[src/rtl/saturn_alu_field_sequencer.sv]
// saturn_alu_field_sequencer: nibble-serial COPY/CLEAR/INC/ADD field engine driving the ALU register file ports.
// Optional decimal INC/ADD correction is enabled by defining SATURN_ALU_DECIMAL_EN.
module saturn_alu_field_sequencer (
  input  logic       i_clk,
  input  logic       i_reset,
  input  logic       i_stalled,
  input  logic       i_phase_3,
  input  logic       i_start,
  input  logic [1:0] i_op,
  input  logic [4:0] i_reg_a,
  input  logic [4:0] i_reg_b,
  input  logic [4:0] i_reg_dst,
  input  logic [3:0] i_field_start,
  input  logic [3:0] i_field_end,
  input  logic       i_dec_mode,
  output logic [3:0] o_src_ptr,
  output logic [4:0] o_src_1,
  output logic [4:0] o_src_2,
  input  logic [3:0] i_src_1_nbl,
  input  logic [3:0] i_src_2_nbl,
  input  logic       i_src_1_valid,
  input  logic       i_src_2_valid,
  output logic [3:0] o_dest_ptr,
  output logic [4:0] o_dest_1,
  output logic [3:0] o_dest_1_nbl,
  output logic       o_dest_wr,
  output logic       o_busy,
  output logic       o_done,
  output logic       o_error,
  output logic       o_carry
);
  localparam logic [4:0] REG_NONE = 5'd31;
  localparam logic [1:0] OP_COPY = 2'd0, OP_CLEAR = 2'd1, OP_ADD = 2'd3;
  typedef enum logic [1:0] {IDLE, RUN, DONE} state_t;
  state_t state;
  logic [1:0] op;
  logic [4:0] ra, rb, rd;
  logic [3:0] ptr, last, nbl, arith;
  logic carry, err, run, use_a, use_b, slot, bad, over, cy;
  logic [4:0] sum;
`ifdef SATURN_ALU_DECIMAL_EN
  logic dec;
`else
  logic unused_dec;
  assign unused_dec = i_dec_mode;
`endif
  always_comb begin
    run = state == RUN;
    use_a = op != OP_CLEAR;
    use_b = op == OP_ADD;
    slot = run & i_phase_3 & ~i_stalled;
    // a destination of NONE is not a real register and counts as an invalid operand
    bad = (use_a & ~i_src_1_valid) | (use_b & ~i_src_2_valid) | (rd == REG_NONE);
    sum = {1'b0, i_src_1_nbl} + (use_b ? {1'b0, i_src_2_nbl} : 5'd0) + {4'd0, carry};
`ifdef SATURN_ALU_DECIMAL_EN
    over = dec ? sum > 5'd9 : sum[4];
    arith = (dec & over) ? 4'(sum - 5'd10) : sum[3:0];
`else
    over = sum[4];
    arith = sum[3:0];
`endif
    nbl = op == OP_COPY ? i_src_1_nbl : op == OP_CLEAR ? 4'd0 : arith;
    cy = op[1] & over;
    o_src_ptr = ptr;
    o_dest_ptr = ptr;
    o_src_1 = run ? ra : REG_NONE;
    o_src_2 = run & use_b ? rb : REG_NONE;
    o_dest_1 = run ? rd : REG_NONE;
    o_dest_1_nbl = run ? nbl : 4'd0;
    o_dest_wr = slot & ~bad;
    o_busy = state != IDLE;
    o_done = state == DONE;
    o_error = err;
  end
  always_ff @(posedge i_clk) begin
    if (i_reset) begin
      state <= IDLE;
      ptr <= 4'd0;
      last <= 4'd0;
      carry <= 1'b0;
      o_carry <= 1'b0;
      err <= 1'b0;
      op <= OP_COPY;
      ra <= REG_NONE;
      rb <= REG_NONE;
      rd <= REG_NONE;
`ifdef SATURN_ALU_DECIMAL_EN
      dec <= 1'b0;
`endif
    end else begin
      err <= 1'b0;
      case (state)
        IDLE: if (i_start) begin
          op <= i_op;
          ra <= i_reg_a;
          rb <= i_reg_b;
          rd <= i_reg_dst;
          last <= i_field_end;
          ptr <= i_field_start;
          carry <= i_op == 2'd2;
`ifdef SATURN_ALU_DECIMAL_EN
          dec <= i_dec_mode;
`endif
          state <= RUN;
        end
        RUN: if (slot) begin
          if (bad) begin
            err <= 1'b1;
            state <= IDLE;
          end else begin
            carry <= cy;
            if (ptr == last) begin
              o_carry <= cy;
              state <= DONE;
            end else ptr <= ptr + 4'd1;
          end
        end
        DONE: state <= IDLE;
        default: state <= IDLE;
      endcase
    end
  end
endmodule
[config.mk]
export PLATFORM = sky130hd
export DESIGN_NAME = saturn_alu_field_sequencer
export DESIGN_NICKNAME = d
export VERILOG_FILES = /design/src/rtl/saturn_alu_field_sequencer.sv
export SDC_FILE = /design/constraint.sdc
export NUM_CORES = 1
export LEC_CHECK = 0
export CORE_UTILIZATION = 40
export DETAILED_ROUTE_END_ITERATION = 8
export PLACE_DENSITY = 0.76
export SYNTH_ARGS = -nofsm -noshare
export SYNTH_HDL_FRONTEND = slang
export SYNTH_SLANG_ARGS = --single-unit
[constraint.sdc]
create_clock -name i_clk -period 3.9 [get_ports i_clk]
set_clock_uncertainty 0.15 [all_clocks]
set_input_delay 0.975 -clock i_clk [delete_from_list [all_inputs] [get_ports i_clk]]
set_output_delay 0.975 -clock i_clk [all_outputs]
set_load 0.005 [all_outputs]
==> flow_summary.toml, run 1 <==
[worst_setup_path]
path_common_cell = "fa_2"
r2r_slack_ns = 1.77
worstSetupStartpointType = "input port"
rr_worst_depth = 9
cp-end-kind = "primary output"
crit_end = "o_dest_1_nbl[1]"
critPathArrivalTime_ns = 2.68
reg2reg_from = "op[0]"
crit_start = "i_src_1_nbl[0]"
crit_fanout = 2
timing.rr.end = "carry"
slowest_stage = "clkdlybuf4s50_1"
slowest_delay_ns = 0.47
required_ns = 2.77
critPathKind = "in2out"
path_cells = "clkdlybuf4s50_1, inv_1, fa_2, inv_2, fa_2, a22oi_2, nor2_1, buf_2"

[sta]
fin_ws_ns = 0.0905
hold_viol = 0
setup_violations = 0
timing.hold.ws_ns = 0.308
fmax_mhz = 262
period_minus_slack_ns = 3.81
fin_crit_sh_pct = 97.7
maxSlewViolCount = 0
rsz0062_at_grt = "false"
fin_setup_tns_ns = 0
tightest_slew_ns = 0.778
max-slew-margin-rel_pct = 48.1

[power_and_ir_drop]
p_total_mw = 0.817
p_leak_nw = 1.08
swShare_pct = 29.7
seqPwrFrac_pct = 43.5
pwr-share-clk_pct = 28.6
combPwrFrac_pct = 27.9
switchingPower_mw = 0.243
p_per_area_nw_per_um2 = 314
worst_ir_drop_vdd_uv = 260
p_int_mw = 0.574

[synth]
syn_inst = 221
syn-num-nets = 268
ys_seq_elements = 30
synthArstFlopShare_pct = 0
syn_area_um2 = 1730
synth_area_leaders = "dfxtp_1 (35%), nand2_1 (11%), nand3_1 (6.1%), nand2b_1 (4.3%), a21oi_1 (3.2%)"
synthDistinctLibCells = 44
synth_seq_area_share_pct = 34.7
yosysTopAreaCell = "dfxtp_1"
ys.warnings.count = 0
synth.avg_cell_area_um2 = 7.83
synth_commonest_cells = "nand2_1 (51), dfxtp_1 (30), nand3_1 (21)"
ys.flop_type = "dfxtp_1"
synth_most_common_cell = "nand2_1"
synth_edf_count = 0
synth_top_area_share_pct = 34.7

[finish]
design_area_um2 = 2600
multi_input_area_um2 = 1070
finalNetCount = 339
antenna_cells = 0
area.sequential_um2 = 601
areaGrowthSynthToFinish_pct = 50.4
num-fill-cells = 380
drive_gt1_share_pct = 13.7

[global_route]
antenna_found_initial = 0
grt_overflow_total = 0
grtUsageTotal_pct = 21.0
grt_pass1_vias = 1628
grt_pass1_wl_um = 7150
grt_start_max_net_pins = 22

[flow_run]
drv.max_cap_violation_count = 0

[cts]
insertion_delay_ns = 0.28
cts-root-buf = "clkbuf_8"
numCtsBuffers = 5
postCtsSetupBuffers = 0
clockBufferDepth = 2
cts_tree = "built"
clkSinkCount = 30
cts-htree-levels = 2
path_clk_slew_ns = 0.06
ctsHoldBuffers = 0

[routing]
via_count = 1701
finalWirelength_um = 4400
drtIter0Drc = 124
wl_per_cell_um = 12.9
drtPass1Iterations = 4
vias_per_cell = 4.97
drcViolationCount = 0
drtAntennaViolNets = 0

[placed_design]
pre_cts_slack_ns = -0.373
io_buffer_count = 71
place_hpwl_um = 3230
dpl-instance-area_um2 = 2490
gp_congestion = 0.821

[floorplan]
core_area_um2 = 4090
die_y_um = 67.8
start_util_pct = 42.3
rows = 23
ios = 73
fp.dieW_um = 67.8
dieArea_um2 = 4590

[outcome]
status = "finished clean"

[worst_hold_path]
hold_class = "reg2reg"
-- layout make-up --
cell class	count	share of cell area [%]
Sequential cell	30	23.1
Inverter	8	1.15
Clock buffer	5	2.64
Multi-Input combinational cell	168	41.3
Tap cell	50	2.40
Clock inverter	2	0.385
Timing Repair Buffer	79	29.0
-- metal layers --
| layer | vias to the layer above | wire length [µm] | global-route usage [%] |
|---|---|---|---|
| met5 | - | 0 | 0 |
| met4 | 0 | 48 | 8.33 |
| met3 | 5 | 337 | 7.09 |
| met2 | 51 | 2060 | 34.9 |
| met1 | 763 | 1960 | 24.6 |
| li1 | 882 | - | - |
-- through the flow --
| stage | utilization, % | std cells |
|---|---|---|
| floorplan | - | 221 |
| global placement | 60.9 | 335 |
| detailed placement | 60.9 | 335 |
| CTS | 63.2 | 342 |
| global route | 63.7 | 342 |
| finish | 63.7 | 342 |
-- worst max-delay path: cells and delay by family --
kind,cells,cell delay [ns]
AOI/OAI and AO/OA,1,0.16
adders and majority gates,2,0.77
buffers and inverters,4,0.72
and+or+nand+nor,1,0.05
-- power groups by stage --
| stage | Sequential (mW) | Combinational (mW) | Clock [mW] |
|---|---|---|---|
| floorplan | 0.355 | 0.131 | 0 |
| global placement | 0.361 | 0.224 | 0 |
| detailed placement | 0.362 | 0.228 | 0 |
| CTS | 0.355 | 0.229 | 0.239 |
| global route | 0.359 | 0.252 | 0.252 |
| finish | 0.355 | 0.228 | 0.234 |
-- cell usage in the layout (no fill, tap or decap), types with 2 or more instances in the layout --
cell type / instances
clkdlybuf4s50_1: 65
nand2_1: 51
dfxtp_1: 30
nand3_1: 20
nor2_1: 14
nand2b_1: 12
a21oi_1: 11
buf_4: 8
or3_1: 7
inv_1: 6
xor2_1: 5
nor2b_1: 5
clkbuf_8: 5
nor3_1: 3
buf_2: 3
and3_4: 2
a21oi_2: 2
o2111ai_1: 2
nor4_1: 2
fa_2: 2
ha_4: 2
ha_1: 2
clkinv_2: 2
dlygate4sd2_1: 2
-- how the worst min path moves through the flow --
| stage | cells past startpoint | endpoint | start |
|---|---|---|---|
| 2_1_floorplan | 2 | ra[0] | ra[0] |
| 3_3_place_gp | 2 | ra[3] | ra[3] |
| 3_5_place_dp | 2 | ra[1] | ra[1] |
| 4_1_cts | 2 | ra[1] | ra[1] |
| 5_1_grt | 2 | rb[4] | rb[4] |
| 6_report | 2 | ra[1] | ra[1] |
-- cells by family after synthesis --
group,share of synthesized area (%)
and+or+nand+nor,38.8
DFF,34.7
AOI/OAI and AO/OA,12.1
buffers and inverters,6.07
adders and majority gates,5.21
xor gates and xnor gates,2.53
muxes,0.578
-- state kept, by name (all words and copies together) (netlist names), 2 cells and up --
| signal | cells |
|---|---|
| op | 2 |
| rd | 5 |
| state | 2 |
| ra | 5 |
| o_dest_ptr | 4 |
| rb | 5 |
| last | 4 |
-- timing repair --
item | 4_1_cts | 5_1_grt
pin swaps | 5 | 4
setup endpoints to repair | 3 | 4
resized for setup | 19 | 5
Note: power is estimated with default switching activity, not from simulation.
==> inputs of run 2 (changes only) <==
- CORE_UTILIZATION: 40 -> 46
- PLACE_DENSITY: 0.76 -> 0.86
==> run 2 against run 1 <==
Effect of this change:
- critical path depth stayed put
- critical path type unchanged
- critical endpoint is now o_dest_1_nbl[3]
- highest routed layer unchanged
- maximum frequency barely moved
- combinational power is essentially flat
- clock power increased by 9.0%
==> flow_summary.toml, run 2 (synthesized netlist as in run 1, its figures left out) <==
[global_route]
grt_overflow_total = 0
grt_pass1_vias = 1646
grt_pass1_wl_um = 7150
grtUsageTotal_pct = 22.7
grt_start_max_net_pins = 22
antenna_found_initial = 0

[cts]
clkSinkCount = 30
path_clk_slew_ns = 0.06
cts-root-buf = "clkbuf_8"
cts-htree-levels = 2
ctsHoldBuffers = 0
insertion_delay_ns = 0.28
clockBufferDepth = 2
numCtsBuffers = 5
cts_tree = "built"
postCtsSetupBuffers = 0

[sta]
fin_crit_sh_pct = 97.6
tightest_slew_ns = 0.728
fmax_mhz = 263
maxSlewViolCount = 0
max-slew-margin-rel_pct = 51.5
period_minus_slack_ns = 3.81
setup_violations = 0
hold_viol = 0

[worst_setup_path]
crit_fanout = 2
required_ns = 2.77
crit_start = "i_src_2_nbl[2]"
rr_worst_depth = 9
cp-end-kind = "primary output"
critPathKind = "in2out"
timing.rr.end = "carry"
crit_end = "o_dest_1_nbl[3]"
reg2reg_from = "op[1]"
worstSetupStartpointType = "input port"
r2r_slack_ns = 1.65
critPathArrivalTime_ns = 2.68

[routing]
highest_layer = "met4"
drt-met1-wl_um = 1920
finalWirelength_um = 4480
drtIter0Drc = 98
via_count = 1770
drtPass1Iterations = 4
drcViolationCount = 0
drtAntennaViolNets = 0
vias_per_cell = 5.22
wl_per_cell_um = 13.2
wl_met3_um = 268
dr_wl_met2_um = 2280

[finish]
num-fill-cells = 275
areaGrowthSynthToFinish_pct = 50.7
layout.cells.non_filler = 339
drive_gt1_share_pct = 13.3
layout_common_cells = "clkdlybuf4s50_1 (64), nand2_1 (51), dfxtp_1 (30), nand3_1 (20), nor2_1 (14)"
layout_commonest_cell = "clkdlybuf4s50_1"
finalNetCount = 339
reg_top3 = "ra x5, rb x5, rd x5"
antenna_cells = 0

[floorplan]
fp.dieW_um = 63.3
dieArea_um2 = 4010
ios = 73
die_y_um = 63.3
core_area_um2 = 3470
start_util_pct = 49.9
rows = 21

[placed_design]
place_hpwl_um = 3200
gp_congestion = 0.854
io_buffer_count = 71
place_inst = 331

[flow_run]
drv.max_cap_violation_count = 0

[power_and_ir_drop]
p_leak_nw = 1.09
p_total_mw = 0.839
worst_ir_drop_vdd_uv = 230
p_per_area_nw_per_um2 = 322

[outcome]
status = "finished clean"

[worst_hold_path]
hold_class = "reg2reg"
hp-start = "ra[0]"
[run 2: cell types whose count changed in the layout (fill, tap and decap cells not counted)]
cell / previous run / this run
clkdlybuf4s50_1: 65 / 64
buf_2: 3 / 2
clkinv_2: 2 / 1
and3_1: 1 / 2
dlymetal6s2s_1: 1 / 2
clkbuf_8: 5 / 6
clkbuf_1: 0 / 1
clkbuf_2: 0 / 1
and3_4: 2 / 1
[run 2: final cells by class]
class | count | area (µm²) | area share [%]
flip-flops and latches | 30 | 601 | 23.0
inverters | 8 | 30.0 | 1.15
repair buffers | 79 | 758 | 29.1
clock inverters | 1 | 5.00 | 0.192
clock buffers | 7 | 86.3 | 3.31
multi-input cells | 168 | 1070 | 41.0
well taps | 46 | 57.6 | 2.21
[run 2: power by group]
part / internal [mW] / switching, mW
Combinational: 0.123 / 0.103
Clock: 0.142 / 0.113
Sequential: 0.332 / 0.0268
[run 2: metrics by stage]
step | setup TNS [ns] | util [%] | hold slack (ns) | cell area (µm²) | worst slack (ns)
2_1_floorplan | 0 | - | 0.282 | 1730 | 0.531
3_3_place_gp | -0.982 | 71.6 | 0.290 | 2480 | -0.350
4_1_cts | 0 | 74.6 | 0.312 | 2590 | 0.0136
6_report | 0 | 75.2 | 0.308 | 2610 | 0.0922
3_5_place_dp | -1.05 | 71.6 | 0.299 | 2480 | -0.373
5_1_grt | -0.00188 | 75.2 | 0.336 | 2610 | -0.00188
[run 2: layer usage]
layer,vias to the layer above,GRT usage [%]
met1,824,26.0
met4,0,7.39
li1,892,-
met2,52,39.1
met3,2,7.61
met5,-,0
[run 2: timing repair]
action,4_1_cts,5_1_grt
resized for setup,17,6
setup endpoints to repair,3,4
endpoints found under the hold margin,0,0
pin swaps,8,5
cloned,0,0
[run 2: how the worst min path moves through the flow]
| stage | slack (ns) | to | depth (start not counted) |
|---|---|---|---|
| floorplan | 0.28 | ra[0] | 2 |
| global placement | 0.29 | ra[1] | 2 |
| detailed placement | 0.30 | ra[0] | 2 |
| CTS | 0.31 | ra[0] | 2 |
| global route | 0.34 | last[2] | 2 |
| finish | 0.31 | ra[0] | 2 |
[run 2: critical path: stages]
cell	delay (ns)
clkdlybuf4s50_1	0.45
and3_1	0.19
ha_4	0.21
o21a_1	0.11
or3_1	0.35
a32oi_1	0.19
nor2_1	0.06
buf_2	0.14
==> inputs of run 3 (changes only) <==
- GPL_TIMING_DRIVEN: default -> 0
==> run 3 against run 2 <==
Effect of this change:
- critical path depth rose by 2
- clock-buffer cell count unchanged
- worst hold slack improved by 0.0043 ns
- non-clock buffer count rose by 8
- die area unchanged
- clock power rose by 2%
- maximum frequency up 1.8%
- cell count up 2.4%
- sequential share of layout area shrank 0.25 points
- via count grew 1.1%
- critical path type unchanged
- critical endpoint unchanged
- largest power group unchanged
==> flow_summary.toml, run 3 (synthesized netlist as in run 1, its figures left out) <==
[outcome]
status = "finished clean"

[sta]
max-slew-margin-rel_pct = 66.1
tightest_slew_ns = 0.508
hold_viol = 0
fin_crit_sh_pct = 95.9
fmax_mhz = 267
setup_violations = 0
period_minus_slack_ns = 3.74
maxSlewViolCount = 0
rsz0062_at_grt = "false"

[global_route]
antenna_found_initial = 0
grt_start_max_net_pins = 11
grtUsageTotal_pct = 23.9
grt_pass1_vias = 1567
grt_pass1_wl_um = 7370
grt_overflow_total = 0

[routing]
finalWirelength_um = 4690
drcViolationCount = 0
drtIter0Drc = 82
drtAntennaViolNets = 0
via_count = 1790
vias_per_cell = 5.16
drtPass1Iterations = 4
wl_per_cell_um = 13.5

[worst_hold_path]
hold_depth = 2
hold_class = "reg2reg"

[power_and_ir_drop]
p_per_area_nw_per_um2 = 323
seqPwrFrac_pct = 41.6
p_leak_nw = 1.11
worst_ir_drop_vdd_uv = 226
pwr-share-clk_pct = 30.5
switchingPower_mw = 0.251
swShare_pct = 29.4
p_int_mw = 0.602
combPwrFrac_pct = 27.9

[floorplan]
die_y_um = 63.3
core_area_um2 = 3470
ios = 73
start_util_pct = 49.9
fp.dieW_um = 63.3
rows = 21
dieArea_um2 = 4010

[flow_run]
drv.max_cap_violation_count = 0

[worst_setup_path]
cp.depth = 10
rr_worst_depth = 10
path_cells = "dlygate4sd2_1, nand3_2, fa_2, buf_4, nor2b_2, o21a_1, or3_1, a32oi_1, nor2_1, buf_2"
slowest_delay_ns = 0.35
crit_family = "simple AND/OR/NAND/NOR gates"
cp-end-kind = "primary output"
critPathKind = "in2out"
crit_buf_inv = 3
slowest_stage = "or3_1"
critPathArrivalTime_ns = 2.61
crit_fanout = 2
worstSetupStartpointType = "input port"
required_ns = 2.77

[finish]
areaGrowthSynthToFinish_pct = 52.4
fin_util_pct = 76.0
drive_gt1_share_pct = 13.0
num-fill-cells = 285
design_area_um2 = 2640
reg_top3 = "ra x5, rb x5, rd x5"
antenna_cells = 0
layout_commonest_cell = "clkdlybuf4s50_1"
layout_common_cells = "clkdlybuf4s50_1 (62), nand2_1 (51), dfxtp_1 (30), nand3_1 (20), nor2_1 (14)"
finalNetCount = 347

[cts]
cts_tree = "built"
cts-htree-levels = 2
insertion_delay_ns = 0.28
path_clk_slew_ns = 0.06
clkSinkCount = 30
numCtsBuffers = 5
cts-root-buf = "clkbuf_8"
clockBufferDepth = 2

[placed_design]
place_hpwl_um = 3360
gp_congestion = 0.883
dpl-instance-area_um2 = 2490
io_buffer_count = 70
[run 3: metal layers]
| metal | up-vias | track usage [%] | part of all wire (%) |
|---|---|---|---|
| met3 | 9 | 6.88 | 5.7 |
| met4 | 0 | 8.52 | 1.9 |
| met2 | 58 | 40.6 | 51 |
| met1 | 823 | 28.4 | 42 |
| li1 | 900 | - | - |
| met5 | - | 0 | 0 |
[run 3: final cells by class]
cell class / instances / area (µm²) / area share, %
Multi-Input combinational cell: 168 / 1070 / 40.7
Timing Repair Buffer: 72 / 709 / 26.9
Sequential cell: 30 / 601 / 22.8
Clock buffer: 7 / 86.3 / 3.27
Buffer: 15 / 75.1 / 2.85
Tap cell: 46 / 57.6 / 2.18
Inverter: 8 / 30.0 / 1.14
Clock inverter: 1 / 5.00 / 0.190
[run 3: per-stage QoR]
| step | hold WS (ns) | std cells | setup slack, ns | TNS, ns | power (mW) |
|---|---|---|---|---|---|
| after floorplan | 0.282 | 221 | 0.531 | 0 | 0.487 |
| after global placement | 0.290 | 337 | -0.376 | -1.01 | 0.590 |
| after detailed placement | 0.299 | 337 | -0.406 | -1.13 | 0.596 |
| after CTS | 0.315 | 347 | -0.0444 | -0.0444 | 0.854 |
| after global routing | 0.331 | 347 | 0.0275 | 0 | 0.900 |
| final | 0.312 | 347 | 0.160 | 0 | 0.853 |
[run 3: worst paths after layout]
kind	startpoint	end	slack [ns]
worst max-delay path	i_src_2_nbl[0]	o_dest_1_nbl[3]	0.16
worst min-delay path	rb[2]	rb[2]	0.31
worst max register to register	op[1]	carry	1.44
worst min register to register	rb[2]	rb[2]	0.31
[run 3: power by group through the flow]
stage / clock network (mW) / logic, mW / registers [mW]
after floorplan: 0 / 0.131 / 0.355
after global placement: 0 / 0.230 / 0.360
after detailed placement: 0 / 0.236 / 0.360
after CTS: 0.263 / 0.237 / 0.354
after global routing: 0.283 / 0.259 / 0.358
final: 0.260 / 0.238 / 0.355
[run 3: timing repair]
action | 4_1_cts | 5_1_grt
setup buffers | 2 | 0
gates resized for setup | 18 | 8
pin swaps | 6 | 6
endpoints found under the setup margin | 3 | 4
hold buffers | 0 | 0
[run 3: worst reg2reg max path, stage by stage (launching register included)]
cell      delay [ns]
dfxtp_1         0.37
clkbuf_1        0.36
nand3_2         0.13
fa_2            0.39
inv_2           0.07
fa_2            0.21
a21o_1          0.11
a21oi_1         0.08
nor2b_1         0.16
a21oi_1         0.09
a211oi_1        0.24
